File: src/rtl/led_scan_driver_pkg.sv
// -----------------------------------------------------------------------------
// led_scan_driver_pkg
//
// Purpose : Shared constants for the LED matrix scan path. Holds the matrix
//           geometry, the pixel width, the scan FSM state encodings and small
//           one-hot helpers used by the scanner and its line buffer.
//
// Ports   : none (package)
// -----------------------------------------------------------------------------
package led_scan_driver_pkg;

    // Matrix geometry and pixel depth.
    localparam int NUM_ROWS     = 8;
    localparam int NUM_COLS     = 8;
    localparam int PIX_W        = 4;

    // One PWM slot per intensity step; intensity N is lit for N of these.
    localparam int NUM_SLOTS    = 1 << PIX_W;

    // One address cycle per column plus one trailing cycle to catch the
    // last registered read.
    localparam int FETCH_CYCLES = NUM_COLS + 1;

    localparam int ROW_W        = $clog2(NUM_ROWS);
    localparam int COL_W        = $clog2(NUM_COLS);

    // Scan FSM state encodings.
    localparam logic [1:0] SCAN_IDLE    = 2'd0;
    localparam logic [1:0] SCAN_FETCH   = 2'd1;
    localparam logic [1:0] SCAN_BLANK   = 2'd2;
    localparam logic [1:0] SCAN_DISPLAY = 2'd3;

    function automatic int max3(input int a, input int b, input int c);
        int m;
        m = (a > b) ? a : b;
        return (m > c) ? m : c;
    endfunction

    function automatic logic [NUM_ROWS-1:0] row_onehot(input logic [ROW_W-1:0] idx);
        return NUM_ROWS'(1) << idx;
    endfunction

    function automatic logic [NUM_COLS-1:0] col_onehot(input logic [COL_W-1:0] idx);
        return NUM_COLS'(1) << idx;
    endfunction

endpackage : led_scan_driver_pkg

File: src/rtl/led_scan_driver_line_pwm.sv
// -----------------------------------------------------------------------------
// led_line_pwm
//
// Purpose : Line buffer for the row currently on display plus the PWM
//           comparator. Holds one intensity per column, loaded one column at
//           a time during FETCH, and turns the current PWM slot number into
//           raw (active-high) column enables: a column is on while its
//           intensity is strictly greater than the slot number, so intensity
//           0 never lights and intensity 15 lights for 15 of 16 slots.
//
// Ports   : clk        system clock
//           rst_n      asynchronous active-low reset (clears the buffer)
//           wr_en      load strobe for one buffer entry
//           wr_idx     column index being loaded
//           wr_data    intensity to store
//           slot_i     current PWM slot, 0..15
//           col_raw_o  active-high column enables for the current slot
// -----------------------------------------------------------------------------
module led_line_pwm
    import led_scan_driver_pkg::*;
(
    input  logic                 clk,
    input  logic                 rst_n,
    input  logic                 wr_en,
    input  logic [COL_W-1:0]     wr_idx,
    input  logic [PIX_W-1:0]     wr_data,
    input  logic [PIX_W-1:0]     slot_i,
    output logic [NUM_COLS-1:0]  col_raw_o
);

    logic [PIX_W-1:0] line_q [NUM_COLS];

    // NOTE: state is updated with non-blocking assignments so every register
    // samples its inputs from before the edge, independent of statement order.
    // NOTE: this small buffer is reset on purpose: the scanner's reset state
    // defines an all-zero line, and an un-reset buffer would show X-driven
    // columns if DISPLAY were ever reached before the first full FETCH.
    always_ff @(posedge clk or negedge rst_n) begin
        if (!rst_n) begin
            for (int i = 0; i < NUM_COLS; i++) begin
                line_q[i] <= '0;
            end
        end else if (wr_en) begin
            line_q[wr_idx] <= wr_data;
        end
    end

    always_comb begin
        for (int c = 0; c < NUM_COLS; c++) begin
            col_raw_o[c] = (line_q[c] > slot_i);
        end
    end

endmodule : led_line_pwm

File: src/rtl/led_scan_driver.sv
// -----------------------------------------------------------------------------
// led_scan_driver
//
// Purpose : Scans an 8x8 LED matrix row by row with 16-level PWM. For each row
//           it reads the eight pixel intensities out of the frame RAM (FETCH),
//           holds all lines dark for a dead time (BLANK), then lights the row
//           for 16 PWM slots (DISPLAY). Rows 0..7 repeat while en is high; en
//           is only looked at on row boundaries (and in IDLE).
//
// Timing  : row period   = 9 + BLANK_CYCLES + 16*SLOT_CYCLES clocks
//           frame period = 8 row periods
//
// Ports   : clk          system clock
//           rst_n        asynchronous active-low reset
//           en           scan enable
//           rd_data      pixel intensity, valid one cycle after the address
//           rd_row       one-hot RAM read row address (registered)
//           rd_col       one-hot RAM read column address (registered)
//           rd_req       high while the scanner owns the RAM read port
//           row_drv      one-hot row enable, active high
//           col_drv      column enables, inverted when COL_ACTIVE_LOW=1
//           frame_start  one-cycle pulse in the first FETCH cycle of row 0
//
// Parameters: SLOT_CYCLES    clocks per PWM slot (>=1)
//             BLANK_CYCLES   dead-time clocks before each row is lit (>=1)
//             COL_ACTIVE_LOW 1 = column lines are active low
// -----------------------------------------------------------------------------
module led_scan_driver
    import led_scan_driver_pkg::*;
#(
    parameter int SLOT_CYCLES    = 64,
    parameter int BLANK_CYCLES   = 8,
    parameter bit COL_ACTIVE_LOW = 1'b0
) (
    input  logic                 clk,
    input  logic                 rst_n,
    input  logic                 en,
    input  logic [PIX_W-1:0]     rd_data,
    output logic [NUM_ROWS-1:0]  rd_row,
    output logic [NUM_COLS-1:0]  rd_col,
    output logic                 rd_req,
    output logic [NUM_ROWS-1:0]  row_drv,
    output logic [NUM_COLS-1:0]  col_drv,
    output logic                 frame_start
);

    // One shared cycle counter serves FETCH, BLANK and each PWM slot, so it
    // must hold the largest terminal count of the three.
    localparam int CNT_MAX = max3(SLOT_CYCLES, BLANK_CYCLES, FETCH_CYCLES);
    localparam int CNT_W   = (CNT_MAX > 1) ? $clog2(CNT_MAX) : 1;

    localparam logic [CNT_W-1:0]    FETCH_LAST = CNT_W'(FETCH_CYCLES - 1);
    localparam logic [CNT_W-1:0]    BLANK_LAST = CNT_W'(BLANK_CYCLES - 1);
    localparam logic [CNT_W-1:0]    SLOT_LAST  = CNT_W'(SLOT_CYCLES - 1);
    localparam logic [CNT_W-1:0]    ADDR_CYCLES = CNT_W'(NUM_COLS);
    localparam logic [PIX_W-1:0]    LAST_SLOT  = PIX_W'(NUM_SLOTS - 1);
    localparam logic [NUM_COLS-1:0] COL_POL    = {NUM_COLS{COL_ACTIVE_LOW}};

    // ---------------------------------------------------------------- state
    logic [1:0]          state_q,   state_d;
    logic [CNT_W-1:0]    cnt_q,     cnt_d;
    logic [PIX_W-1:0]    slot_q,    slot_d;
    logic [ROW_W-1:0]    row_idx_q, row_idx_d;

    // ------------------------------------------------------ output registers
    logic [NUM_ROWS-1:0] rd_row_q,      rd_row_d;
    logic [NUM_COLS-1:0] rd_col_q,      rd_col_d;
    logic                rd_req_q,      rd_req_d;
    logic                frame_start_q, frame_start_d;
    logic [NUM_ROWS-1:0] row_drv_q,     row_drv_d;
    logic [NUM_COLS-1:0] col_drv_q,     col_drv_d;

    // ----------------------------------------------------- line buffer / PWM
    logic                line_wr_en;
    logic [COL_W-1:0]    line_wr_idx;
    logic [NUM_COLS-1:0] col_raw;

    // The read address for column k goes out in FETCH cycle k, so its data
    // arrives in cycle k+1 and is written to column k-1 of the cycle index.
    assign line_wr_en  = (state_q == SCAN_FETCH) && (cnt_q != '0);
    assign line_wr_idx = COL_W'(cnt_q - CNT_W'(1));

    led_line_pwm u_line_pwm (
        .clk       (clk),
        .rst_n     (rst_n),
        .wr_en     (line_wr_en),
        .wr_idx    (line_wr_idx),
        .wr_data   (rd_data),
        .slot_i    (slot_q),
        .col_raw_o (col_raw)
    );

    // ------------------------------------------------------ scan sequencing
    always_comb begin
        // NOTE: every signal written here gets a default first; without it a
        // path that skips an assignment would infer a latch.
        state_d       = state_q;
        cnt_d         = cnt_q;
        slot_d        = slot_q;
        row_idx_d     = row_idx_q;
        frame_start_d = 1'b0;

        case (state_q)
            SCAN_IDLE: begin
                cnt_d     = '0;
                slot_d    = '0;
                row_idx_d = '0;
                if (en) begin
                    // Scanning always resumes at row 0, i.e. a new frame.
                    state_d       = SCAN_FETCH;
                    frame_start_d = 1'b1;
                end
            end

            SCAN_FETCH: begin
                if (cnt_q == FETCH_LAST) begin
                    state_d = SCAN_BLANK;
                    cnt_d   = '0;
                end else begin
                    cnt_d = cnt_q + CNT_W'(1);
                end
            end

            SCAN_BLANK: begin
                if (cnt_q == BLANK_LAST) begin
                    state_d = SCAN_DISPLAY;
                    cnt_d   = '0;
                    slot_d  = '0;
                end else begin
                    cnt_d = cnt_q + CNT_W'(1);
                end
            end

            SCAN_DISPLAY: begin
                if (cnt_q == SLOT_LAST) begin
                    cnt_d = '0;
                    if (slot_q == LAST_SLOT) begin
                        // Row boundary: the only point where en is honoured.
                        slot_d = '0;
                        if (en) begin
                            state_d       = SCAN_FETCH;
                            row_idx_d     = row_idx_q + ROW_W'(1);
                            frame_start_d = (row_idx_q == ROW_W'(NUM_ROWS - 1));
                        end else begin
                            state_d   = SCAN_IDLE;
                            row_idx_d = '0;
                        end
                    end else begin
                        slot_d = slot_q + PIX_W'(1);
                    end
                end else begin
                    cnt_d = cnt_q + CNT_W'(1);
                end
            end

            default: begin
                state_d   = SCAN_IDLE;
                cnt_d     = '0;
                slot_d    = '0;
                row_idx_d = '0;
            end
        endcase
    end

    // -------------------------------------------------- RAM read addressing
    // These are computed from the next state so the registered address is
    // already valid in the first cycle of FETCH (k=0), which keeps the RAM
    // read latency at exactly one cycle. Past the last column the address is
    // simply held; in IDLE it parks at row 0 / column 0.
    always_comb begin
        rd_req_d = (state_d == SCAN_FETCH);
        rd_row_d = rd_row_q;
        rd_col_d = rd_col_q;
        if ((state_d == SCAN_FETCH) && (cnt_d < ADDR_CYCLES)) begin
            rd_row_d = row_onehot(row_idx_d);
            rd_col_d = col_onehot(COL_W'(cnt_d));
        end else if (state_d == SCAN_IDLE) begin
            rd_row_d = row_onehot('0);
            rd_col_d = col_onehot('0);
        end
    end

    // ------------------------------------------------------- matrix drivers
    // Driven from the current state, so the lines follow the counters one
    // cycle later. Outside DISPLAY everything is dark, which gives the BLANK
    // dead time and keeps rows and columns from overlapping in IDLE.
    always_comb begin
        row_drv_d = '0;
        col_drv_d = COL_POL;
        if (state_q == SCAN_DISPLAY) begin
            row_drv_d = row_onehot(row_idx_q);
            col_drv_d = col_raw ^ COL_POL;
        end
    end

    always_ff @(posedge clk or negedge rst_n) begin
        if (!rst_n) begin
            state_q       <= SCAN_IDLE;
            cnt_q         <= '0;
            slot_q        <= '0;
            row_idx_q     <= '0;
            rd_row_q      <= row_onehot('0);
            rd_col_q      <= col_onehot('0);
            rd_req_q      <= 1'b0;
            frame_start_q <= 1'b0;
            row_drv_q     <= '0;
            col_drv_q     <= COL_POL;
        end else begin
            state_q       <= state_d;
            cnt_q         <= cnt_d;
            slot_q        <= slot_d;
            row_idx_q     <= row_idx_d;
            rd_row_q      <= rd_row_d;
            rd_col_q      <= rd_col_d;
            rd_req_q      <= rd_req_d;
            frame_start_q <= frame_start_d;
            row_drv_q     <= row_drv_d;
            col_drv_q     <= col_drv_d;
        end
    end

    assign rd_row      = rd_row_q;
    assign rd_col      = rd_col_q;
    assign rd_req      = rd_req_q;
    assign frame_start = frame_start_q;
    assign row_drv     = row_drv_q;
    assign col_drv     = col_drv_q;

endmodule : led_scan_driver
File: config.mk
export PLATFORM = sky130hd
export DESIGN_NAME = led_scan_driver
export DESIGN_NICKNAME = d
export VERILOG_FILES = /design/src/rtl/led_scan_driver_pkg.sv /design/src/rtl/led_scan_driver_line_pwm.sv /design/src/rtl/led_scan_driver.sv
export SDC_FILE = /design/constraint.sdc
export NUM_CORES = 1
export LEC_CHECK = 0
export CAP_MARGIN = 40
export CORE_MARGIN = 4
export CORE_UTILIZATION = 40
export CTS_CLUSTER_DIAMETER = 100
export DETAILED_ROUTE_END_ITERATION = 12
export REMOVE_ABC_BUFFERS = 1
export SKIP_CTS_REPAIR_TIMING = 1
export SLEW_MARGIN = 5
export SYNTH_ARGS = -nofsm -noshare
export SYNTH_HDL_FRONTEND = slang
export SYNTH_HIERARCHICAL = 1
export SYNTH_SLANG_ARGS = --single-unit
File: constraint.sdc
create_clock -name clk -period 2.75 [get_ports clk]
set_clock_uncertainty 0.05 [all_clocks]
set_input_delay 0.4125 -clock clk [delete_from_list [all_inputs] [get_ports clk]]
set_output_delay 0.4125 -clock clk [all_outputs]
set_load 0.1 [all_outputs]
# == Yosys cells after proc, flatten, opt, wreduce, memory -nomap -nowiden ==
# Cells that the tools add are included.
# Widths: inputs -> output; s select.
# op_classes
addsub,4
mul,0
div,0
n_lt_le_gt_ge,11
n_eq_ne,11
shift,3
n_mux,32
bitwise_logic,1
reduce_logical,9
# op_table
cell,count
$mux 8,5
$bwmux 32,1
$gt 4x4->1,8
$pmux 6 s4,1
$shl 1x3->8 const A,3
$mux 6,3
$mux 4,4
$demux 4 s3,1
$pmux 4 s3,1
$mux 2,5
$mux 3,3
$pmux 2 s4,1
$add 6x1->6 const B,1
$eq 6x3->1 const B,1
$eq 6x4->1 const B,1
$eq 6x6->1 const B,1
$lt 6x4->1 const B,1
$pmux 3 s2,1
$reduce_bool 6->1,1
$mux 1,5
$add 4x1->4 const B,1
$eq 2x1->1 const B,2
$eq 2x2->1 const B,2
$eq 4x4->1 const B,1
other kinds (13),17
# totals
regBits,81
latch_bits,0
ramBits,0
romBits,0
input_bits,7
output_inout_bits,34
word_cells,89
n_memories,0

# == Logic depth before layout (Yosys ltp) ==
# depth
word_depth,7
depth_mapped,10
depth_no_buf,9

# == Modules after synthesis ==
# Netlist, hierarchy kept.
# by_module_without_submodules
module,n_inst,cells_per_inst,area_per_inst_um2
led_scan_driver,1,211,2383.5
led_line_pwm,1,165,1940.6

# == Worst setup path before layout ==
# OpenSTA, ideal clock, no wires.
# synth_timing
path_kind,register to register
start,reg slot_q[0]
end,"reg rd_col_q[6], in the netlist rd_col[6]"
arrival_ns,2.326
t_required_ns,2.577
setup_slack_ns,0.251
path_stages_with_launch,10
path_buffers,1
period_less_slack_ns,2.499
cell_sequence,dfrtp_1 -> ha_1 -> and3_1 -> a31o_1 -> a2111oi_2 -> a311o_2 -> inv_2 -> a21o_2 -> buf_6 -> a32o_1
# synth_via
elab_chain_cells,7
elab_cells_between_ends,9
classes_between,2 x eq/ne; 4 x mux; 3 x reduce/logical
# synth_lines
item,line,source
"start, declared",led_scan_driver.sv:62,"logic [PIX_W-1:0] slot_q, slot_d;"
"start signal, assigned",led_scan_driver.sv:211,slot_q <= slot_d;
$eq 4x4->1 *,led_scan_driver.sv:137,if (slot_q == LAST_SLOT) begin
$mux 2 *,led_scan_driver.sv:137,
$mux 2 *,led_scan_driver.sv:135,if (cnt_q == SLOT_LAST) begin
$pmux 2 s4 *,led_scan_driver.sv:103,case (state_q)
via state_d[0],led_scan_driver.sv:60,"logic [1:0] state_q, state_d;"
$eq 2x1->1,led_scan_driver.sv:174,if ((state_d == SCAN_FETCH) && (cnt_d < ADDR_CYCLES)) begin
$logic_and 1x1->1,led_scan_driver.sv:174,
$mux 8 / $reduce_bool 2->1 (equally long branches),--,
"end signal, assigned",led_scan_driver.sv:203,rd_col_q <= col_onehot('0);
"end signal, assigned",led_scan_driver.sv:214,rd_col_q <= rd_col_d;
"end, declared",led_scan_driver.sv:67,"logic [NUM_COLS-1:0] rd_col_q, rd_col_d;"
# The timed path passes the listed nets; every way through them passes the cells marked *.
# A chain may end at the register's enable or synchronous reset.

# == Worst setup path in the final report ==
# layout_timing
start,reg cnt_q[0]
end,"reg rd_col_q[2], in the netlist rd_col[2]"
# layout_via
elab_chain_cells,6
elab_cells_between_ends,19
classes_between,1 x add/sub; 1 x order compare; 4 x eq/ne; 1 x shift; 9 x mux; 3 x reduce/logical
# layout_lines
item,line,source
"start, declared",led_scan_driver.sv:61,"logic [CNT_W-1:0] cnt_q, cnt_d;"
"start signal, assigned",led_scan_driver.sv:210,cnt_q <= cnt_d;
"$add 6x1->6, or another cell as far along","led_scan_driver.sv:120, led_scan_driver.sv:130, led_scan_driver.sv:152",
"$mux 6, or another cell as far along",led_scan_driver.sv:135,
$pmux 6 s4 / $pmux 2 s4 (equally long branches),led_scan_driver.sv:103,
$lt 6x4->1 / $eq 2x1->1 (equally long branches),led_scan_driver.sv:174,
$logic_and 1x1->1,led_scan_driver.sv:174,
$mux 8 / $reduce_bool 2->1 (equally long branches),--,
# Several ways; a longest one is shown, not always the timed one.

==> results.sh <==
export IMPL_ys_flop_type="dfrtp_1"
export IMPL_seqPwrFrac_pct=38.7
export IMPL_drive_gt1_share_pct=26.32
export IMPL_dp_hpwl_microns=6575
export IMPL_vias=3045
export IMPL_grt_max_degree=48
export IMPL_multi_input_area_sq_um=2137
export IMPL_fp_dieArea_sq_um=12540
export IMPL_start_util_pct=41.51
export IMPL_regArea_sq_um=2029
export IMPL_netSwitchingFraction_pct=38.68
export IMPL_synth_edf_count=0
export IMPL_pwr_share_clk_pct=18.3
export IMPL_stdcell_area_sq_um=5037
export IMPL_maxSlewHeadroom_pct=57.24
export IMPL_rsz0062_at_grt="false"
export IMPL_worst_pin_slew_ns=0.6393
export IMPL_path_class="register to register"
export IMPL_synth_top_area_share_pct=45.72
export IMPL_ys_ff_latch=81
export IMPL_p_per_area_nw_per_um2=821.5
export IMPL_synthCells=376
export IMPL_p_comb_share_pct=43.0
export IMPL_drt_drc_violations_left=0
export IMPL_route_met2_wl_microns=4513
export IMPL_p_total_mw=4.138
export IMPL_coreArea_sq_um=10420
export IMPL_grt_pass1_wl_microns=15640
export IMPL_syn_to_final_growth_pct=16.49
export IMPL_routabilityCongestion=0.7759
export IMPL_drt_met1_wl_microns=4232
export IMPL_initialDrtViolationCount=124
export IMPL_synth_seq_area_share_pct=46.93
export IMPL_syn_cell_area_sq_um=4324
export IMPL_die_h_microns=112.0
export IMPL_root_buffer="clkbuf_8"
export IMPL_row_count=37
export IMPL_synthTopCellsByCount="79 x dfrtp_1, 48 x ha_1, 32 x mux2_2, 31 x inv_1, 23 x o21ai_0"
export IMPL_critPathMaxFanout=16
export IMPL_tritoncts="yes"
export IMPL_ir_worst_vdd_mv=0.5044
export IMPL_clockBufferDepth=2
export IMPL_internal_power_mw=2.537
export IMPL_n_antenna_cell=0
export IMPL_viasPerCell=5.314
export IMPL_antenna_found_initial=0
export IMPL_ys_warnings_count=6
export IMPL_cp_arrival_ns=2.75
export IMPL_avgSynthCellArea_sq_um=11.50
export IMPL_synth_most_common_cell="dfrtp_1"
export IMPL_first_pass_iters=4
export IMPL_grt_pass1_vias=3157
export IMPL_min_period_over_period_pct=91.19
export IMPL_top_layer="met4"
export IMPL_grt_overflow_total=0
export IMPL_synthArstFlopShare_pct=100.0
export IMPL_path_clk_slew_ns=0.08
export IMPL_portBuffers=40
export IMPL_placed_area_sq_um=4858
export IMPL_cts_buffers=9
export IMPL_clkSinkCount=81
export IMPL_status="finished, final reports clean"
export IMPL_routed_wl_microns=9140
export IMPL_die_w_microns=112.0
export IMPL_setup_violations=0
export IMPL_finalHoldViolCount=0
export IMPL_htree_levels=3
export IMPL_slew_violations=0
export IMPL_p_leak_nw=2.451
export IMPL_whs_ns=0.4437
export IMPL_min_period_ns=2.508
export IMPL_grt_usage_pct=15.47
export IMPL_drv_cap=0
export IMPL_num_nets_final=487
export IMPL_clk_latency_ns=0.35
export IMPL_finalSetupTns_ns=0
export IMPL_synth_area_top_cells="dfrtp_1 46%, ha_1 14%, mux2_2 8.3%, a32o_1 3.0%, inv_1 2.7%"
export IMPL_ys_types=51
export IMPL_fin_util_pct=48.36
export IMPL_ios=41
export IMPL_cp_end_kind="register"
export IMPL_wl_met3_microns=294
export IMPL_max_freq_ghz=0.3988
export IMPL_worstHoldPathType="register to register"
export IMPL_synth_area_leader_cell="dfrtp_1"
export IMPL_fillerInstances=985
export IMPL_cp_required_ns=3.00
export IMPL_crit_path_start_kind="register"
export IMPL_p_sw_mw=1.601
export IMPL_postRouteAntennaNets=0
export IMPL_wl_per_cell_microns=15.95
[worst paths after layout]
check | from | to | slack, ns | cells past startpoint
hold / removal | rd_col[0]$_DFFE_PN1P_ | rd_col[0]$_DFFE_PN1P_ | 0.44 | 2
setup / recovery | cnt_q[0]$_DFF_PN0_ | rd_col[2]$_DFFE_PN0P_ | 0.24 | 9
hold reg to reg | rd_col[0]$_DFFE_PN1P_ | rd_col[0]$_DFFE_PN1P_ | 0.44 | 2
setup reg to reg | cnt_q[0]$_DFF_PN0_ | rd_col[2]$_DFFE_PN0P_ | 0.24 | 9
max in group asynchronous | rst_n | rd_row[0]$_DFFE_PN1P_ | 1.48 | 3
min in group asynchronous | rst_n | u_line_pwm/line_q[5]$_DFFE_PN0P_ | 0.50 | 2
[routing by layer]
| metal | vias to the layer above | GRT usage [%] |
|---|---|---|
| met5 | - | 0 |
| met4 | 0 | 4.808 |
| met3 | 9 | 3.424 |
| met2 | 55 | 26.22 |
| met1 | 1510 | 19.77 |
| li1 | 1471 | - |
[state kept, by name, summed over array words and instances, names as in the netlist, 2 cells and up]
register,count
rd_row,8
slot_q,4
u_line_pwm/line_q,32
row_drv,8
cnt_q,6
rd_col,8
row_idx_q,3
col_drv,8
state_q,2
[metrics by stage]
step | setup slack [ns] | std cells
after CTS | 0.1305 | 572
final | 0.2423 | 573
after detailed placement | 0.1342 | 556
after global routing | 0.04463 | 573
after global placement | 0.2304 | 556
after floorplan | 0.2895 | 369
[placed cells by master (no fill, tap or decap), drive strengths merged, types with 3 or more instances in the layout]
master,Yosys,layout
nor3b,3,3
nand3,4,4
o21ai,25,25
a21o,3,3
a21oi,13,13
and3,9,9
nor2,21,21
clkinv,0,4
nand2,6,6
nor3,13,13
clkbuf,3,10
inv,32,32
and2,14,14
o31ai,5,5
ha,48,48
nor2b,8,8
nand4,9,9
or3,4,4
nand4b,4,4
dfrtp,79,79
a32o,13,13
buf,4,46
clkdlybuf4s50,0,5
mux2,32,32
[logic make-up after synthesis]
logic type	after synthesis	share of synthesized area, %
multiplexers	32	8.333
AO/OA/AOI/OAI	73	12.35
XOR/XNOR	4	0.8103
flip-flops	81	46.93
buffers and inverters	39	3.790
adder cells (fa/ha/maj)	48	13.89
AND/OR/NAND/NOR	99	13.89
[worst max-delay path: stages (launching register included)]
cell and delay [ns]:
dfrtp_1 0.46, inv_2 0.11, ha_1 0.22, nor4b_4 0.14, a211oi_1 0.36, nor2_1 0.10, a311o_2 0.43, nor3_4 0.16
buf_4 0.23, a32o_1 0.20
[power by group through the flow]
stage / clock, mW / combinational (mW) / sequential (mW)
3_3_place_gp: 0 / 1.71 / 1.62
3_5_place_dp: 0 / 1.78 / 1.63
2_1_floorplan: 0 / 1.15 / 1.81
5_1_grt: 0.851 / 2.01 / 1.63
6_report: 0.757 / 1.78 / 1.60
4_1_cts: 0.797 / 1.79 / 1.60
[final cells by class]
type | count | area share, %
clock buffer | 10 | 2.534
clock inverter | 6 | 0.6955
inverter | 32 | 2.384
multi-input combinational | 256 | 42.42
sequential | 81 | 40.29
tap | 136 | 3.378
timing repair buffer | 52 | 8.296
Note: power is estimated with default switching activity, not from simulation.
